### config.mk
export PLATFORM = sky130hd
export DESIGN_NAME = wind_apply
export DESIGN_NICKNAME = d
export VERILOG_FILES = /design/src/rtl/wind_apply.sv
export SDC_FILE = /design/constraint.sdc
export NUM_CORES = 1
export LEC_CHECK = 0
export BUFFER_PORTS_ARGS = -buffer_cell sky130_fd_sc_hd__buf_2
export CAP_MARGIN = 20
export CORE_MARGIN = 2
export CORE_UTILIZATION = 53
export CTS_BUF_LIST = sky130_fd_sc_hd__clkbuf_4 sky130_fd_sc_hd__clkbuf_8 sky130_fd_sc_hd__clkbuf_16
export CTS_CLUSTER_SIZE = 10
export DETAILED_ROUTE_END_ITERATION = 8
export PLACE_DENSITY_LB_ADDON = 0.15
export SYNTH_ARGS = -nofsm -noshare
export SYNTH_HDL_FRONTEND = slang
export SYNTH_SLANG_ARGS = --single-unit
### constraint.sdc
create_clock -name clk -period 4.5 [get_ports clk]
set_input_delay 0.225 -clock clk [delete_from_list [all_inputs] [get_ports clk]]
set_output_delay 0.225 -clock clk [all_outputs]
set_load 0.02 [all_outputs]
### src/rtl/wind_apply.sv
// wind_apply: turns the wind controller's 7-bit code into a signed drift and
// applies it to a projectile's x-velocity once per frame tick while a shot is
// in flight. It also provides registered wind direction and magnitude for the HUD.
//
// Ports:
//   clk         in   system clock
//   rst         in   synchronous active-high reset
//   wind        in   wind code 0..100 (50 = calm); values above 100 clamp to 100
//   shot_start  in   pulse: latch wind and vx_init, enter flight
//   vx_init     in   signed initial x-velocity, sampled on shot_start
//   frame_tick  in   pulse, once per video frame
//   shot_end    in   pulse: projectile landed or left the screen
//   shot_active out  high while in flight
//   vx          out  signed current x-velocity (registered)
//   vx_step     out  pulse, asserted with the vx value that wind just changed
//   hud_dir     out  1 = wind toward +x
//   hud_mag     out  |clamped wind - 50|, 0..50
module wind_apply #(
  parameter int unsigned VX_W    = 11,
  parameter int          VX_MAX  = 255,
  parameter int          ACC_DIV = 100
) (
  input  logic                   clk,
  input  logic                   rst,
  input  logic [6:0]             wind,
  input  logic                   shot_start,
  input  logic signed [VX_W-1:0] vx_init,
  input  logic                   frame_tick,
  input  logic                   shot_end,
  output logic                   shot_active,
  output logic signed [VX_W-1:0] vx,
  output logic                   vx_step,
  output logic                   hud_dir,
  output logic [5:0]             hud_mag
);

  localparam logic ST_IDLE   = 1'b0;
  localparam logic ST_FLIGHT = 1'b1;

  // |acc| < 511 and |w| <= 50, so the sum always fits in 11 signed bits.
  localparam int unsigned ACC_W = 11;

  localparam logic signed [VX_W-1:0]  L_VX_MAX = VX_W'(VX_MAX);
  localparam logic signed [VX_W-1:0]  L_VX_MIN = -L_VX_MAX;
  localparam logic signed [VX_W-1:0]  L_VX_ONE = VX_W'(1);
  localparam logic signed [ACC_W-1:0] L_DIV    = ACC_W'(ACC_DIV);
  localparam logic signed [ACC_W-1:0] L_NDIV   = -L_DIV;

  logic                    r_state;
  logic signed [VX_W-1:0]  r_vx;
  logic signed [ACC_W-1:0] r_acc;
  logic signed [6:0]       r_w;
  logic                    r_step;
  logic                    r_hud_dir;
  logic [5:0]              r_hud_mag;

  logic [6:0]              w_wind_c;
  logic signed [7:0]       w_drift8;
  logic signed [6:0]       w_drift;
  logic [5:0]              w_mag;
  logic signed [VX_W-1:0]  w_vx_init_sat;
  logic signed [ACC_W-1:0] w_sum;

  logic                    w_state_d;
  logic signed [VX_W-1:0]  w_vx_d;
  logic signed [ACC_W-1:0] w_acc_d;
  logic signed [6:0]       w_w_d;
  logic                    w_step_d;

  assign w_wind_c = (wind > 7'd100) ? 7'd100 : wind;
  // Computed in 8 bits because codes above 63 would read as negative in 7.
  assign w_drift8 = $signed({1'b0, w_wind_c}) - 8'sd50;
  assign w_drift  = w_drift8[6:0];
  assign w_mag    = (w_wind_c > 7'd50) ? 6'(w_wind_c - 7'd50) : 6'(7'd50 - w_wind_c);

  assign w_vx_init_sat = (vx_init > L_VX_MAX) ? L_VX_MAX :
                         (vx_init < L_VX_MIN) ? L_VX_MIN : vx_init;

  assign w_sum = r_acc + $signed({{(ACC_W - 7){r_w[6]}}, r_w});

  always_comb begin
    w_state_d = r_state;
    w_vx_d    = r_vx;
    w_acc_d   = r_acc;
    w_w_d     = r_w;
    w_step_d  = 1'b0;
    if (shot_start) begin
      // Fire or re-fire wins over shot_end and frame_tick.
      w_state_d = ST_FLIGHT;
      w_vx_d    = w_vx_init_sat;
      w_acc_d   = '0;
      w_w_d     = w_drift;
    end else if (r_state == ST_FLIGHT) begin
      if (shot_end) begin
        w_state_d = ST_IDLE;
        w_acc_d   = '0;
      end else if (frame_tick) begin
        if (w_sum >= L_DIV) begin
          // The accumulator drains even when vx is pinned at the limit.
          w_acc_d = w_sum - L_DIV;
          if (r_vx != L_VX_MAX) begin
            w_vx_d   = r_vx + L_VX_ONE;
            w_step_d = 1'b1;
          end
        end else if (w_sum <= L_NDIV) begin
          w_acc_d = w_sum + L_DIV;
          if (r_vx != L_VX_MIN) begin
            w_vx_d   = r_vx - L_VX_ONE;
            w_step_d = 1'b1;
          end
        end else begin
          w_acc_d = w_sum;
        end
      end
    end
  end

  always_ff @(posedge clk) begin
    if (rst) begin
      r_state   <= ST_IDLE;
      r_vx      <= '0;
      r_acc     <= '0;
      r_w       <= '0;
      r_step    <= 1'b0;
      r_hud_dir <= 1'b0;
      r_hud_mag <= '0;
    end else begin
      r_state   <= w_state_d;
      r_vx      <= w_vx_d;
      r_acc     <= w_acc_d;
      r_w       <= w_w_d;
      r_step    <= w_step_d;
      // HUD follows the live wind, not the latched drift.
      r_hud_dir <= (w_wind_c > 7'd50);
      r_hud_mag <= w_mag;
    end
  end

  assign shot_active = (r_state == ST_FLIGHT);
  assign vx          = r_vx;
  assign vx_step     = r_step;
  assign hud_dir     = r_hud_dir;
  assign hud_mag     = r_hud_mag;

endmodule
**Word-level counts from Yosys, hierarchy flattened**

Cells that the tools add are included.

- Register bits after elaboration: 38
- Bits in latches: 0
- RAM bits: 0
- Memory bits (read-only): 0
- Bits of input ports: 23
- Output and inout bits: 20
- Logic and storage cells: 59
- Memories kept: 0

- Add/sub/neg operators: 8
- Multiply operators: 0
- Div/mod/pow operators: 0
- $lt $le $gt $ge: 6
- Equality and inequality tests: 4
- Shifts and indexed selects: 0
- Muxes and demuxes: 23
- Bitwise logic cells: 2
- Reductions and logical operators: 9

Operator list:

| operator | count |
|---|---|
| two-way mux 11 bit | 14 |
| inequality test 11 x 9 -> 1 bit (second input constant) | 2 |
| adder 11 x 2 -> 11 bit (second input constant) | 1 |
| adder 11 x 7 -> 11 bit | 1 |
| adder 11 x 8 -> 11 bit (second input constant) | 1 |
| greater-or-equal comparator 11 x 8 -> 1 bit (second input constant) | 1 |
| > comparator 11 x 9 -> 1 bit (second input constant) | 1 |
| <= comparator 11 x 8 -> 1 bit (second input constant) | 1 |
| < comparator 11 x 9 -> 1 bit (second input constant) | 1 |
| subtractor 11 x 2 -> 11 bit (second input constant) | 1 |
| subtractor 11 x 8 -> 11 bit (second input constant) | 1 |
| > comparator 7 x 6 -> 1 bit (second input constant) | 1 |
| > comparator 7 bit (second input constant) | 1 |
| two-way mux 1 bit | 7 |
| two-way mux 7 bit | 1 |
| subtractor 7 x 6 -> 7 bit (second input constant) | 1 |
| two-way mux 6 bit | 1 |
| AND reduction 6 bit | 1 |
| nonzero test 2 bit | 3 |
| nonzero test 3 bit | 2 |
| subtractor 6 bit (first input constant) | 1 |
| subtractor 6 bit (second input constant) | 1 |
| OR reduction 5 bit | 1 |
| inequality test 3 x 2 -> 1 bit (second input constant) | 1 |
| 4 further kinds | 5 |

**Longest topological paths before layout**

- Depth in word-level cells: 8
- Depth in mapped cells: 19
- Gate-level depth less buffers: 19

**Least setup slack after synthesis**

Ideal clock, no wire load.

- Path kind: register to register
- Start: register r_acc[0]
- End: register r_vx[9] (netlist: vx[9])
- Library setup time: 0.086 ns
- Arrival: 4.335 ns
- Data required time: 4.414 ns
- Path slack: 0.079 ns
- Cell stages (with the launch flop): 20
- Buffers on the path: 0
- Clock period less this slack: 4.421 ns
- Cell sequence: dfxtp_1 -> ha_1 -> inv_1 -> fa_1 -> nand2b_1 -> a21oi_1 -> xor2_1 -> nor3_1 -> a211o_1 -> a21boi_2 -> inv_1 -> ha_1 -> a21o_1 -> a21oi_1 -> o21bai_1 -> a2111oi_0 -> nor3_1 -> nor4b_1 -> nor3_1 -> a211oi_1

- Word-level cells in the longest chain between the ends: 7
- Elaborated cells between the ends (all ways): 12
- Classes of those cells: add/sub: 1; order compare: 2; eq/ne: 1; mux: 5; reduce/logical: 3

RTL lines:

| what | RTL line | RTL |
|---|---|---|
| start: declaration | 51 | `logic signed [ACC_W-1:0] r_acc;` |
| start signal: assignment | 130 | `r_acc <= w_acc_d;` |
| adder 11 x 7 -> 11 bit (*) | 79 | `assign w_sum = r_acc + $signed({{(ACC_W - 7){r_w[6]}}, r_w});` |
| greater-or-equal comparator 11 x 8 -> 1 bit | 98 | `if (w_sum >= L_DIV) begin` |
| two-way mux 11 bit | 98 |  |
| two-way mux 11 bit | 97 | `end else if (frame_tick) begin` |
| two-way mux 11 bit | 94 | `if (shot_end) begin` |
| two-way mux 11 bit | 93 | `end else if (r_state == ST_FLIGHT) begin` |
| two-way mux 11 bit | 87 | `if (shot_start) begin` |
| end signal: assignment | 129 | `r_vx <= w_vx_d;` |
| end: declaration | 50 | `logic signed [VX_W-1:0] r_vx;` |

Mark *: on every way between the ends. The rest lies on a longest branch, timed or not. The select of a mux whose other input is x is not followed.
A chain may end at the register's enable or synchronous reset.

**Worst setup path in the final report**

- Start: register r_acc[0]
- End: register r_vx[10] (netlist: vx[10])

The elaborated chain is that of the path after synthesis.

==> load_flow_metrics.sql <==
INSERT INTO impl_metrics (metric_group, metric, value, unit) VALUES
('timing', 'number_of_max_slew_violations_in_the_final_report', '0', ''),
('die', 'placement_row_count', '29', ''),
('clocking', 'tritoncts', 'built', ''),
('clocking', 'cts.sinks', '38', ''),
('timing', 'fmaxAchievable', '237.1', 'MHz'),
('route', 'drt_iter0_markers', '139', ''),
('timing', 'clock_skew_after_layout', '3.514', 'ps'),
('finish', 'multiInputGateArea', '2540', 'um^2'),
('place', 'place.detailed.instances', '539', ''),
('route', 'total_vias_in_the_final_route', '3442', ''),
('setup_path', 'worst_ep_required_time', '4680', 'ps'),
('timing', 'final.setup.tns', '0', 'ps'),
('die', 'initial_utilization', '53.91', '%'),
('worst_hold_path', 'hold_class', 'in -> reg', ''),
('synth', 'synth-seq-area-share', '22.61', '%'),
('timing', 'final-setup-viol-count', '0', ''),
('finish', 'antenna-diode-count', '0', ''),
('timing', 'postLayoutSetupSlackWorst', '282.1', 'ps'),
('finish', 'layout.core_utilization', '62.61', '%'),
('timing', 'timing.max_slew.rel_slack', '43.46', '%'),
('finish', 'layout.area.seq', '762.0', 'um^2'),
('finish', 'layout.filler_cells', '553', ''),
('timing', 'tightestPinTransition', '844.1', 'ps'),
('power', 'tot_pwr', '1.135', 'mW'),
('grt', 'globalRoute.totalOverflow', '0', ''),
('synth', 'avgSynthCellArea', '7.973', 'um^2'),
('grt', 'wire_length_of_the_first_global_routing_pass', '15.18', 'mm'),
('grt', 'pin_count_of_the_biggest_net_entering_global_routing', '40', ''),
('route', 'drcViolationCount', '0', ''),
('power', 'cellLeakagePower', '1.618', 'nW'),
('clocking', 'cts_hold_buf', '0', ''),
('synth', 'synth-edff-count', '0', ''),
('die', 'floorplan.core_area', '6241', 'um^2'),
('synth', 'synth-main-ff-cell', 'sky130_fd_sc_hd__dfxtp_1', ''),
('clocking', 'cts_inserted_buffers', '5', ''),
('grt', 'global_route.usage.met2', '41.82', '%'),
('timing', 'finalWorstPathRequiredPeriod', '4218', 'ps'),
('place', 'placement.setup.worst_slack', '27.44', 'ps'),
('finish', 'area_growth', '16.14', '%'),
('clocking', 'htree_num_levels', '2', ''),
('die', 'top_level_ports', '43', ''),
('grt', 'number_of_global_route_vias_before_repair', '3152', ''),
('route', 'first_pass_iters', '4', ''),
('synth', 'synthTopCellsByArea', 'sky130_fd_sc_hd__dfxtp_1 (23%), sky130_fd_sc_hd__ha_1 (10%), sky130_fd_sc_hd__a21oi_1 (5.4%), sky130_fd_sc_hd__nor2_1 (4.1%), sky130_fd_sc_hd__nand2_1 (3.0%)', ''),
('synth', 'ys.warnings.count', '0', ''),
('power', 'pwr_per_cell_area', '290.4', 'nW/um^2'),
('power', 'peakVddDrop', '0.1550', 'mV'),
('die', 'horizontal_die_dimension', '83.68', 'um'),
('grt', 'gr-max-usage-layer', 'met2', ''),
('synth', 'synth_async_sr_flop_share', '0', '%'),
('grt', 'gr-usage-all-layers', '26.11', '%'),
('synth', 'netlist_instances', '422', ''),
('clocking', 'cts_max_path_buffers', '2', ''),
('synth', 'post_synthesis_net_count', '474', ''),
('place', 'hpwl', '6.872', 'mm'),
('synth', 'netlist-cell-type-count', '69', ''),
('synth', 'synth_top_area_cell', 'sky130_fd_sc_hd__dfxtp_1', ''),
('setup_path', 'crit_type', 'reg -> reg', ''),
('finish', 'layout.nets', '523', ''),
('grt', 'antenna_found_initial', '0', ''),
('die', 'die_area', '7002', 'um^2'),
('grt', 'grt.met3_usage', '4.946', '%'),
('synth', 'fraction_of_synthesized_cell_area_taken_by_the_top_area_cell_type', '22.61', '%'),
('finish', 'most_common_cell_after_layout_fill_and_taps_aside', 'sky130_fd_sc_hd__buf_2', ''),
('synth', 'mappedNetlistArea', '3364', 'um^2'),
('finish', 'layoutNonFillerInstCount', '549', ''),
('setup_path', 'worstSetupEndpointType', 'flop', ''),
('status', 'outcome', 'finished, final reports clean', ''),
('setup_path', 'cp.arrival', '4400', 'ps'),
('place', 'port_buffers', '42', ''),
('finish', 'layout-drive-gt1-share', '19.70', '%');
==> Yosys cell counts (6+ instances only) <==
library cell               count
sky130_fd_sc_hd__clkbuf_1     10
sky130_fd_sc_hd__nand3_1      13
sky130_fd_sc_hd__or3_1        13
sky130_fd_sc_hd__a21oi_1      36
sky130_fd_sc_hd__o211ai_1     10
sky130_fd_sc_hd__o221ai_1      6
sky130_fd_sc_hd__nand2_1      27
sky130_fd_sc_hd__nand4_1       6
sky130_fd_sc_hd__nor2_1       37
sky130_fd_sc_hd__nor3_1       17
sky130_fd_sc_hd__nor3b_1       6
sky130_fd_sc_hd__a21o_1        7
sky130_fd_sc_hd__inv_1        15
sky130_fd_sc_hd__dfxtp_1      38
sky130_fd_sc_hd__xnor2_1       9
sky130_fd_sc_hd__o21ai_0      17
sky130_fd_sc_hd__ha_1         27
sky130_fd_sc_hd__xor2_1       11
sky130_fd_sc_hd__a211oi_1     12
sky130_fd_sc_hd__and2_1        7
==> state kept, by name, indices dropped and copies added, names as in the netlist <==
| name | cells |
|---|---|
| shot_active | 1 |
| r_w | 7 |
| vx_step | 1 |
| hud_dir | 1 |
| r_acc | 11 |
| hud_mag | 6 |
| vx | 11 |
==> logic make-up after synthesis <==
| group | share of synthesized area, % |
|---|---|
| adder cells (fa/ha/maj) | 11.23 |
| AO/OA/AOI/OAI | 29.04 |
| XOR/XNOR | 5.690 |
| flip-flops | 22.61 |
| buffers and inverters | 3.533 |
| multiplexers | 1.488 |
| AND/OR/NAND/NOR | 26.40 |
==> power breakdown <==
group	switching [mW]	internal [mW]	leakage [nW]
logic	0.225	0.162	1.23
registers	0.0201	0.357	0.313
clock network	0.134	0.237	0.0714
total	0.379	0.755	1.62
==> routing by layer <==
layer	vias to the layer above	part of all wire (%)
li1	1709	-
met1	1611	45
met2	103	48
met3	19	5.1
met4	0	2.8
met5	-	0
==> final timing paths <==
| kind | startpoint | to | slack [ps] | cells past startpoint |
|---|---|---|---|---|
| hold / removal | wind[0] | hud_mag[0]$_SDFF_PP0_ | 220 | 3 |
| hold reg to reg | r_acc[2]$_SDFFE_PP0P_ | r_acc[2]$_SDFFE_PP0P_ | 480 | 2 |
| setup reg to reg | r_acc[0]$_SDFFE_PP0P_ | vx[10]$_SDFFE_PP0P_ | 280 | 20 |
| setup / recovery | r_acc[0]$_SDFFE_PP0P_ | vx[10]$_SDFFE_PP0P_ | 280 | 20 |
==> final cells by class <==
cell class,count,share of cell area (%)
multi-input cells,355,65.00
flip-flops and latches,38,19.50
repair buffers,56,7.941
well taps,77,2.466
clock buffers,6,2.113
clock inverters,2,1.537
inverters,15,1.441
==> metrics by stage <==
stage          hold WS, ps  instance area [um^2]
2_1_floorplan        389.5                  3364
3_3_place_gp         463.0                  3691
3_5_place_dp         463.1                  3696
4_1_cts              211.0                  3846
5_1_grt              219.9                  3908
6_report             221.2                  3908
==> worst max-delay path: stages (launching register included) <==
cell                       delay [ps]
sky130_fd_sc_hd__dfxtp_1          340
sky130_fd_sc_hd__ha_1             170
sky130_fd_sc_hd__inv_1             60
sky130_fd_sc_hd__fa_1             400
sky130_fd_sc_hd__nand2b_2         240
sky130_fd_sc_hd__a21oi_2          170
sky130_fd_sc_hd__o32a_1           200
sky130_fd_sc_hd__nand2_1           90
sky130_fd_sc_hd__a211o_1          320
sky130_fd_sc_hd__a21boi_2         170
sky130_fd_sc_hd__inv_1            100
sky130_fd_sc_hd__buf_4            180
sky130_fd_sc_hd__ha_1             330
sky130_fd_sc_hd__a21o_1           190
sky130_fd_sc_hd__a21oi_2          200
sky130_fd_sc_hd__o211ai_1         150
sky130_fd_sc_hd__a31o_2           270
sky130_fd_sc_hd__a21oi_2          140
sky130_fd_sc_hd__xor2_1           180
sky130_fd_sc_hd__xnor2_1          130
sky130_fd_sc_hd__a21oi_1           70
==> what timing repair did <==
action	in CTS	in global routing
endpoints found under the setup margin	1	3
gates resized for setup	1	14
pin swaps	0	4
gates cloned	0	0
setup buffers	0	1
No activity file was read; power rests on OpenSTA's default activity.
